===== src/rtl/noc_switch_pkg.sv =====
// -----------------------------------------------------------------------------
// noc_switch_pkg
// Shared definitions for the NoC switch output demultiplexer:
//   FLIT_WIDTH  default flit width in bits
//   MAX_OUT     widest route-select vector onehot_lsb() accepts
//   onehot_lsb  lowest-set-bit one-hot mask of a route-select vector
//   clog2       ceiling log2, used for FIFO pointer sizing
// -----------------------------------------------------------------------------
package noc_switch_pkg;

  localparam int FLIT_WIDTH = 32;
  localparam int MAX_OUT    = 32;

  // x & -x isolates the lowest set bit; an all-zero vector stays all-zero.
  function automatic logic [MAX_OUT-1:0] onehot_lsb(input logic [MAX_OUT-1:0] vec);
    return vec & (~vec + MAX_OUT'(1));
  endfunction

  function automatic int clog2(input int value);
    int r;
    r = 0;
    for (int i = 0; i < 31; i++) begin
      if ((longint'(1) << i) < longint'(value)) r = i + 1;
    end
    return r;
  endfunction

endpackage


===== src/rtl/demux_fifo.sv =====
// -----------------------------------------------------------------------------
// demux_fifo
// Single-clock FIFO buffering the flits bound for one output channel.
// Ports:
//   clk, rst_n   clock, asynchronous active-low reset
//   push         write push_data (ignored while full)
//   push_data    flit to store
//   pop          drop the head entry (ignored while empty)
//   full, empty  occupancy flags from registered pointers
//   head_data    oldest stored flit (stale content while empty)
// Pointers carry one extra wrap bit so all DEPTH slots are usable.
// -----------------------------------------------------------------------------
module demux_fifo
  import noc_switch_pkg::*;
#(
  parameter int WIDTH = FLIT_WIDTH,
  parameter int DEPTH = 2
) (
  input  logic             clk,
  input  logic             rst_n,
  input  logic             push,
  input  logic [WIDTH-1:0] push_data,
  input  logic             pop,
  output logic             full,
  output logic             empty,
  output logic [WIDTH-1:0] head_data
);

  localparam int AW = clog2(DEPTH);
  localparam int PW = AW + 1;

  logic [PW-1:0]    wr_ptr_q, wr_ptr_d;
  logic [PW-1:0]    rd_ptr_q, rd_ptr_d;
  logic [WIDTH-1:0] mem_q [DEPTH];
  logic             do_push, do_pop;

  // Same slot index with differing wrap bits means the writer lapped the reader.
  assign empty = (wr_ptr_q == rd_ptr_q);
  assign full  = (wr_ptr_q[PW-1] != rd_ptr_q[PW-1]) &&
                 (wr_ptr_q[AW-1:0] == rd_ptr_q[AW-1:0]);

  assign do_push   = push && !full;
  assign do_pop    = pop && !empty;
  assign head_data = mem_q[rd_ptr_q[AW-1:0]];

  // NOTE: every always_comb output gets a default first so no path leaves it unassigned (no latch).
  always_comb begin
    wr_ptr_d = wr_ptr_q;
    rd_ptr_d = rd_ptr_q;
    if (do_push) wr_ptr_d = wr_ptr_q + PW'(1);
    if (do_pop)  rd_ptr_d = rd_ptr_q + PW'(1);
  end

  // NOTE: sequential state uses non-blocking assignments so all flops sample pre-edge values.
  always_ff @(posedge clk or negedge rst_n) begin
    if (!rst_n) begin
      wr_ptr_q <= '0;
      rd_ptr_q <= '0;
    end else begin
      wr_ptr_q <= wr_ptr_d;
      rd_ptr_q <= rd_ptr_d;
    end
  end

  // NOTE: storage is not reset; empty pointers make its content unobservable after reset.
  always_ff @(posedge clk) begin
    if (do_push) mem_q[wr_ptr_q[AW-1:0]] <= push_data;
  end

endmodule


===== src/rtl/switch_demux_buf.sv =====
// -----------------------------------------------------------------------------
// switch_demux_buf
// Routes one flit stream to one of NUM_OUT output channels through a small
// per-output FIFO, so a stalled output never blocks flits for other outputs.
// Ports:
//   clk, rst_n   clock, asynchronous active-low reset
//   in_valid     input flit valid
//   in_ready     input accepts the flit (registered FIFO state + in_sel only)
//   in_data      input flit
//   in_sel       one-hot route select; lowest set bit wins, zero = discard
//   out_valid    per-output flit valid
//   out_ready    per-output consumer ready
//   out_data     flattened, channel i at [i*WIDTH +: WIDTH], zero when idle
//   drop_cnt     saturating count of discarded flits (DEMUX_DROP_CNT_EN only)
// Optional feature macro: DEMUX_DROP_CNT_EN.
// NUM_OUT is limited to MAX_OUT.
// -----------------------------------------------------------------------------
module switch_demux_buf
  import noc_switch_pkg::*;
#(
  parameter int WIDTH   = FLIT_WIDTH,
  parameter int NUM_OUT = 5,
  parameter int DEPTH   = 2
) (
  input  logic                     clk,
  input  logic                     rst_n,
  input  logic                     in_valid,
  output logic                     in_ready,
  input  logic [WIDTH-1:0]         in_data,
  input  logic [NUM_OUT-1:0]       in_sel,
  output logic [NUM_OUT-1:0]       out_valid,
  input  logic [NUM_OUT-1:0]       out_ready,
  output logic [NUM_OUT*WIDTH-1:0] out_data
`ifdef DEMUX_DROP_CNT_EN
  ,
  output logic [15:0]              drop_cnt
`endif
);

  logic [MAX_OUT-1:0] sel_ext, sel_oh_full;
  logic [NUM_OUT-1:0] sel_oh;
  logic               no_route;
  logic               accept;
  logic [NUM_OUT-1:0] fifo_full, fifo_empty, push, pop;
  logic [WIDTH-1:0]   head [NUM_OUT];

  assign sel_ext     = MAX_OUT'(in_sel);
  assign sel_oh_full = onehot_lsb(sel_ext);
  assign sel_oh      = sel_oh_full[NUM_OUT-1:0];
  assign no_route    = ~|sel_oh_full;

  // Ready looks only at the target FIFO's registered full flag, never at
  // out_ready, so no combinational path runs from consumers to the producer.
  // Held low during reset even though the FIFOs read as empty then.
  assign in_ready = rst_n && (no_route || !(|(sel_oh & fifo_full)));
  assign accept   = in_valid && in_ready;

  assign push      = accept ? sel_oh : '0;
  assign out_valid = ~fifo_empty;
  assign pop       = out_valid & out_ready;

  for (genvar g = 0; g < NUM_OUT; g++) begin : g_out
    demux_fifo #(
      .WIDTH (WIDTH),
      .DEPTH (DEPTH)
    ) u_fifo (
      .clk       (clk),
      .rst_n     (rst_n),
      .push      (push[g]),
      .push_data (in_data),
      .pop       (pop[g]),
      .full      (fifo_full[g]),
      .empty     (fifo_empty[g]),
      .head_data (head[g])
    );
  end

  // Idle channels drive zero rather than stale FIFO content.
  always_comb begin
    out_data = '0;
    for (int i = 0; i < NUM_OUT; i++) begin
      if (!fifo_empty[i]) out_data[i*WIDTH +: WIDTH] = head[i];
    end
  end

`ifdef DEMUX_DROP_CNT_EN
  logic [15:0] drop_cnt_q, drop_cnt_d;

  always_comb begin
    drop_cnt_d = drop_cnt_q;
    if (accept && no_route && (drop_cnt_q != 16'hFFFF)) drop_cnt_d = drop_cnt_q + 16'd1;
  end

  always_ff @(posedge clk or negedge rst_n) begin
    if (!rst_n) drop_cnt_q <= '0;
    else        drop_cnt_q <= drop_cnt_d;
  end

  assign drop_cnt = drop_cnt_q;
`endif

endmodule


===== config.mk =====
export PLATFORM = sky130hd
export DESIGN_NAME = switch_demux_buf
export DESIGN_NICKNAME = d
export VERILOG_FILES = /design/src/rtl/noc_switch_pkg.sv /design/src/rtl/demux_fifo.sv /design/src/rtl/switch_demux_buf.sv
export SDC_FILE = /design/constraint.sdc
export NUM_CORES = 1
export LEC_CHECK = 0
export ABC_AREA = 1
export CELL_PAD_IN_SITES_DETAIL_PLACEMENT = 1
export CELL_PAD_IN_SITES_GLOBAL_PLACEMENT = 1
export CORE_ASPECT_RATIO = 0.75
export CORE_UTILIZATION = 43
export DETAILED_ROUTE_END_ITERATION = 7
export PLACE_DENSITY = 0.84
export SYNTH_ARGS = -nofsm -noshare
export SYNTH_HDL_FRONTEND = slang
export SYNTH_SLANG_ARGS = --single-unit

===== constraint.sdc =====
create_clock -name clk -period 3.3 [get_ports clk]
set_input_delay 0.66 -clock clk [delete_from_list [all_inputs] [get_ports clk]]
set_output_delay 0.66 -clock clk [all_outputs]
set_load 0.02 [all_outputs]

==> flow_summary.json, run 1 <==
{
  "cts.sinks": 340,
  "final_design_area_no_fill_mm2": 0.0171,
  "drt-met1-wl_um": 16600,
  "route.top_layer_used": "met4",
  "clock_transition_time_at_the_flip_flop_clock_pins_of_the_worst_setup_and_hold_paths_ns": 0.06,
  "final.setup_skew_ns": 0.0144,
  "routed_wirelength_um": 39200,
  "hold_path_end": "g_out[2].u_fifo.rd_ptr_q[1]$_DFFE_PN0P_",
  "grt_overflow_total": 0,
  "yosysWarningCount": 0,
  "grt_first_pass_wirelength_um": 58200,
  "die_h_um": 153,
  "critPathArrivalTime_ns": 2.52,
  "core_region_area_mm2": 0.0301,
  "netlist_area_mm2": 0.0131,
  "yosysUniqueCellTypes": 20,
  "holdCritPathClass": "flip-flop to flip-flop",
  "vias_per_cell": 5.24,
  "cts.root.buffer_cell": "sky130_fd_sc_hd__clkbuf_16",
  "fin_total_pwr_w": 0.0164,
  "detailed_place_hpwl_um": 25800,
  "ant_nets": 0,
  "worst_setup_path_start_kind": "flip-flop",
  "drt_first_pass_iters": 5,
  "slew-limit-headroom_pct": 57.7,
  "finalHoldViolations": 0,
  "report.final.setup_viol": 0,
  "max-cap-violations": 0,
  "p_per_area_mw_per_mm2": 957,
  "synth_sequential_area_ratio_pct": 76.9,
  "i_o_pins": 211,
  "dr_total_vias": 8910,
  "cts-root-to-sink-buffers": 3,
  "hold_path_startpoint": "g_out[2].u_fifo.rd_ptr_q[1]$_DFFE_PN0P_",
  "crit-reg2reg-capture": "g_out[4].u_fifo.mem_q[1][24]$_DFFE_PP_",
  "detailroute.wirelength.met2_um": 19000,
  "core_rows": 55,
  "fillCellCount": 3047,
  "finalCoreUtilization_pct": 56.7,
  "area_growth_pct": 30.0,
  "gp_congestion": 0.792,
  "timing.setup.tns_ns": 0,
  "final_period_minus_worst_setup_slack_ns": 3.18,
  "worst-slew-pin-transition_ns": 0.632,
  "finalMaxSlewViolations": 0,
  "layout.nets": 1324,
  "layout_cells_sized_above_1_pct": 8.38,
  "critical_path.max_fanout": 32,
  "grt_pass1_vias": 9662,
  "cts_max_level": 2,
  "area_of_the_die_mm2": 0.0313,
  "cts-buffers-inserted": 35,
  "synth_cells": 1045,
  "place_area_mm2": 0.0160,
  "die_x_um": 204,
  "outcome": "complete, no violations",
  "antenna_violations_before_repair": 0,
  "cts_setup_buffers": 0,
  "period_share_pct": 96.5,
  "pin_count_of_the_biggest_net_entering_global_routing": 34,
  "track_usage_pct": 25.3,
  "synthesis.area_per_instance_um2": 12.6,
  "clk_latency_ns": 0.51,
  "fmax_mhz": 314,
  "wire_per_inst_um": 23.1,
  "syn_nets": 1090,
  "cts_tree": "built",
  "total_leakage_power_nw": 6.52,
  "port_buf_inserts": 210,
  "detailroute.wirelength.met3_um": 2730,
  "initial_cell_density_of_the_core_pct": 43.6,
  "maximum_vdd_drop_mv": 0.539,
  "worst_hold_path.num_cells": 1,
  "drc": 0,
  "crit_required_ns": 2.64,
  "crit_type": "flip-flop to primary output",
  "antenna_cells": 0,
  "reg2reg_depth": 11,
  "number_of_register_bits_inferred_by_synthesis": 340,
  "critical_path.reg2reg.startpoint": "g_out[3].u_fifo.rd_ptr_q[0]$_DFFE_PN0P_",
  "drt_first_iter_violations": 615,
  "setup.reg_to_reg.worst_slack_ns": 0.76,
  "critical_path.endpoint_type": "primary output",
  "grt_setup_unrepaired": "false"
}
[power breakdown]
part	switching, W	internal [W]	leakage, nW
clock	0.00157	0.00203	0.485
combinational	0.00477	0.00287	2.91
sequential	0.000160	0.00496	3.13
[Yosys cell counts]
| master | number | area share (%) |
|---|---|---|
| sky130_fd_sc_hd__nand2_1 | 382 | 11 |
| sky130_fd_sc_hd__edfxtp_1 | 320 | 73 |
| sky130_fd_sc_hd__a21oi_1 | 164 | 6.2 |
| sky130_fd_sc_hd__inv_1 | 37 | 1.1 |
| sky130_fd_sc_hd__clkbuf_1 | 33 | 0.94 |
| sky130_fd_sc_hd__nor2_1 | 22 | 0.63 |
| sky130_fd_sc_hd__dfrtp_1 | 20 | 3.8 |
| sky130_fd_sc_hd__buf_2 | 14 | 0.53 |
| sky130_fd_sc_hd__xor2_1 | 12 | 0.80 |
| sky130_fd_sc_hd__nand3_1 | 10 | 0.38 |
| sky130_fd_sc_hd__inv_2 | 7 | 0.20 |
| sky130_fd_sc_hd__nand3_2 | 6 | 0.46 |
| sky130_fd_sc_hd__nand4_1 | 5 | 0.24 |
| sky130_fd_sc_hd__nor2_2 | 4 | 0.19 |
| sky130_fd_sc_hd__buf_4 | 3 | 0.17 |
| sky130_fd_sc_hd__nand2_2 | 2 | 0.095 |
| sky130_fd_sc_hd__buf_6 | 1 | 0.086 |
| sky130_fd_sc_hd__inv_4 | 1 | 0.048 |
| sky130_fd_sc_hd__nor2_4 | 1 | 0.086 |
| sky130_fd_sc_hd__o21ai_0 | 1 | 0.038 |
[through the flow]
step | hold slack, ns | setup slack [ns] | instances
floorplan | 0.364 | 0.248 | 1045
global placement | 0.488 | 0.128 | 1641
detailed placement | 0.490 | 0.0439 | 1641
CTS | 0.498 | 0.00525 | 1699
global route | 0.524 | 0.000898 | 1699
finish | 0.501 | 0.117 | 1699
[worst max path at each step]
stage,endpoint,from,depth (start not counted)
floorplan,g_out[1].u_fifo.mem_q[1][0]$_DFFE_PP_,in_sel[1],7
global placement,g_out[4].u_fifo.mem_q[1][29]$_DFFE_PP_,in_sel[0],10
global route,out_data[94],g_out[2].u_fifo.wr_ptr_q[0]$_DFFE_PN0P_,8
detailed placement,g_out[4].u_fifo.mem_q[1][28]$_DFFE_PP_,in_sel[0],12
finish,out_data[9],g_out[0].u_fifo.wr_ptr_q[0]$_DFFE_PN0P_,8
CTS,out_data[18],g_out[0].u_fifo.wr_ptr_q[0]$_DFFE_PN0P_,8
[layout make-up]
cell class | instances | area, um^2 | area share, %
clock inverters | 10 | 72.6 | 0.425
repair buffers | 248 | 2620 | 15.3
clock buffers | 48 | 925 | 5.41
flip-flops and latches | 340 | 10100 | 59.1
well taps | 399 | 499 | 2.92
inverters | 45 | 171 | 1.00
multi-input cells | 609 | 2700 | 15.8
[cells in the final DEF, fill, tap and decap left out, drive strengths merged, types with 12 or more instances in the layout]
cell / instances
dlymetal6s2s: 29
clkdlybuf4s50: 178
inv: 46
a21oi: 164
clkbuf: 48
dfrtp: 20
xor2: 12
edfxtp: 320
buf: 39
nand3: 16
nor2: 27
nand2: 384
[per-layer routing]
layer / GRT usage, % / vias up
met3: 5.05 / 69
met2: 42.1 / 317
met1: 33.3 / 4458
met4: 7.63 / 0
li1: - / 4066
met5: 0 / -
[cell families (layout without fill, tap and decap cells)]
family,count (synthesis),after routing,share of synthesized area [%]
AND/OR/NAND/NOR,432,432,13.0
AO/OA/AOI/OAI,165,165,6.28
buffers and inverters,96,351,3.04
XOR/XNOR,12,12,0.799
flip-flops,340,340,76.9
[flip-flops by register name, summed over array words and instances, names as in the netlist]
signal	count
g_out.u_fifo.mem_q	320
g_out.u_fifo.rd_ptr_q	10
g_out.u_fifo.wr_ptr_q	10
[worst max-delay path, stage by stage (launching register included)]
cell                              delay (ns)
sky130_fd_sc_hd__dfrtp_1                0.41
sky130_fd_sc_hd__inv_1                  0.13
sky130_fd_sc_hd__nand2_1                0.10
sky130_fd_sc_hd__nand2_1                0.09
sky130_fd_sc_hd__nand2_1                0.17
sky130_fd_sc_hd__inv_1                  0.10
sky130_fd_sc_hd__buf_12                 0.18
sky130_fd_sc_hd__a21oi_1                0.19
sky130_fd_sc_hd__clkdlybuf4s50_1        0.64
[what timing repair did]
| action | 4_1_cts | 5_1_grt |
|---|---|---|
| hold buffers | 0 | 0 |
| hold endpoints to repair | 0 | 0 |
| endpoints found under the setup margin | 2 | 75 |
| gates resized for setup | 2 | 34 |
| pin swaps | 0 | 0 |
Note: power is estimated with default switching activity, not from simulation.
==> run 2: changes to the inputs <==
- SKIP_CTS_REPAIR_TIMING: default -> 1
==> run 2 against run 1 <==
  * Die area unchanged
  * Fmax down 0.60%
  * Design area about the same
  * Critical path type unchanged
  * Critical endpoint is now out_data[88]
  * Highest routed layer unchanged
==> flow_summary.json, run 2 (synthesis results as in run 1) <==
{
  "area_of_the_die_mm2": 0.0313,
  "antenna_violations_before_repair": 0,
  "largest_register_ffs": 320,
  "core_rows": 55,
  "gp_congestion": 0.792,
  "cts.sinks": 340,
  "detailed_place_hpwl_um": 25800,
  "vias_per_cell": 5.27,
  "fin_ws_ns": 0.0975,
  "clock_transition_time_at_the_flip_flop_clock_pins_of_the_worst_setup_and_hold_paths_ns": 0.06,
  "worst-slew-pin-transition_ns": 0.630,
  "cts_max_level": 2,
  "grt_first_pass_wirelength_um": 58200,
  "outcome": "complete, no violations",
  "maximum_vdd_drop_mv": 0.542,
  "finalMaxSlewViolations": 0,
  "initial_cell_density_of_the_core_pct": 43.6,
  "wire_per_inst_um": 23.1,
  "grt_setup_unrepaired": "false",
  "p_per_area_mw_per_mm2": 957,
  "cts-root-to-sink-buffers": 3,
  "critical_path.max_stage_delay_ns": 0.66,
  "dr_total_vias": 8956,
  "max-cap-violations": 0,
  "crit_type": "flip-flop to primary output",
  "pin_count_of_the_biggest_net_entering_global_routing": 34,
  "final_design_area_no_fill_mm2": 0.0171,
  "final.setup_skew_ns": 0.0125,
  "cts-buffers-inserted": 35,
  "routed_wirelength_um": 39300,
  "cts.root.buffer_cell": "sky130_fd_sc_hd__clkbuf_16",
  "slew-limit-headroom_pct": 57.9,
  "crit_required_ns": 2.64,
  "antenna_cells": 0,
  "grt_pass1_vias": 9662,
  "grt_overflow_total": 0,
  "drt_first_pass_iters": 5,
  "critPathArrivalTime_ns": 2.54,
  "timing.critical_path.cells": "inv_1, nand2_1, nand2_1, inv_1, nand2_1, inv_1, buf_6, a21oi_1, clkdlybuf4s50_1",
  "finalHoldViolations": 0,
  "area_growth_pct": 30.1,
  "final_period_minus_worst_setup_slack_ns": 3.20,
  "critical_path.endpoint_type": "primary output",
  "drc": 0,
  "report.final.setup_viol": 0,
  "mostFrequentLayoutCell": "sky130_fd_sc_hd__nand2_1",
  "critical_path.max_fanout": 32,
  "worst_setup_path_start_kind": "flip-flop",
  "layout_cells_sized_above_1_pct": 8.38,
  "port_buf_inserts": 210,
  "timing.setup.tns_ns": 0,
  "holdCritPathClass": "flip-flop to flip-flop",
  "die_x_um": 204,
  "clk_latency_ns": 0.51,
  "i_o_pins": 211,
  "crit_path_top_delay_cell": "sky130_fd_sc_hd__clkdlybuf4s50_1",
  "place_area_mm2": 0.0160,
  "total_leakage_power_nw": 6.54,
  "fmax_mhz": 312,
  "cts_tree": "built",
  "period_share_pct": 97.0,
  "layout_common_cells": "sky130_fd_sc_hd__nand2_1, sky130_fd_sc_hd__edfxtp_1, sky130_fd_sc_hd__clkdlybuf4s50_1, sky130_fd_sc_hd__a21oi_1, sky130_fd_sc_hd__inv_1",
  "core_region_area_mm2": 0.0301,
  "drt_first_iter_violations": 585,
  "ant_nets": 0,
  "place_worst_setup_slack_ns": 0.0439,
  "layout.nets": 1324,
  "die_h_um": 153,
  "track_usage_pct": 25.3
}
[run 2: path summary, 6_finish.rpt]
| check | from | to | slack, ns | depth (start not counted) |
|---|---|---|---|---|
| worst min-delay path | g_out[2].u_fifo.rd_ptr_q[1]$_DFFE_PN0P_ | g_out[2].u_fifo.rd_ptr_q[1]$_DFFE_PN0P_ | 0.50 | 1 |
| worst max-delay path | g_out[2].u_fifo.wr_ptr_q[1]$_DFFE_PN0P_ | out_data[88] | 0.1 | 9 |
| worst max register to register | g_out[3].u_fifo.rd_ptr_q[0]$_DFFE_PN0P_ | g_out[4].u_fifo.mem_q[1][27]$_DFFE_PP_ | 0.75 | 11 |
| max in group asynchronous | rst_n | g_out[4].u_fifo.wr_ptr_q[0]$_DFFE_PN0P_ | 2.48 | 2 |
| min in group asynchronous | rst_n | g_out[4].u_fifo.rd_ptr_q[0]$_DFFE_PN0P_ | 0.58 | 2 |
| worst min register to register | g_out[2].u_fifo.rd_ptr_q[1]$_DFFE_PN0P_ | g_out[2].u_fifo.rd_ptr_q[1]$_DFFE_PN0P_ | 0.50 | 1 |
[run 2: layout make-up]
type                       count  area, um^2
timing repair buffer         248        2620
inverter                      45         171
fill                        3048       13000
clock inverter                10        72.6
multi-input combinational    609        2700
sequential                   340       10100
tap                          399         499
clock buffer                  48         925
[run 2: stage by stage]
stage / std cells / total power, W / hold slack [ns] / util [%]
final: 1699 / 0.0164 / 0.502 / 56.7
after global routing: 1699 / 0.0171 / 0.524 / 56.7
after global placement: 1641 / 0.0127 / 0.488 / 53.1
after floorplan: 1045 / 0.00903 / 0.364 / -
after detailed placement: 1641 / 0.0129 / 0.490 / 53.1
after CTS: 1699 / 0.0165 / 0.498 / 56.4
[run 2: per-layer routing]
metal	wire, um	track usage (%)	vias up
met4	943	7.63	0
met3	2690	5.05	69
met2	19000	42.1	320
li1	-	-	4069
met5	0	0	-
met1	16600	33.3	4498
[run 2: power breakdown]
| part | total, W | switching [W] | internal (W) |
|---|---|---|---|
| clock | 0.00360 | 0.00156 | 0.00203 |
| combinational | 0.00765 | 0.00477 | 0.00288 |
| sequential | 0.00512 | 0.000161 | 0.00496 |
[run 2: critical path, delay by kind of cell (launching register included)]
family                 cells  cell delay [ns]
buffers and inverters      5             1.06
DFF                        1             0.43
and+or+nand+nor            3             0.26
AOI/OAI and AO/OA          1             0.28
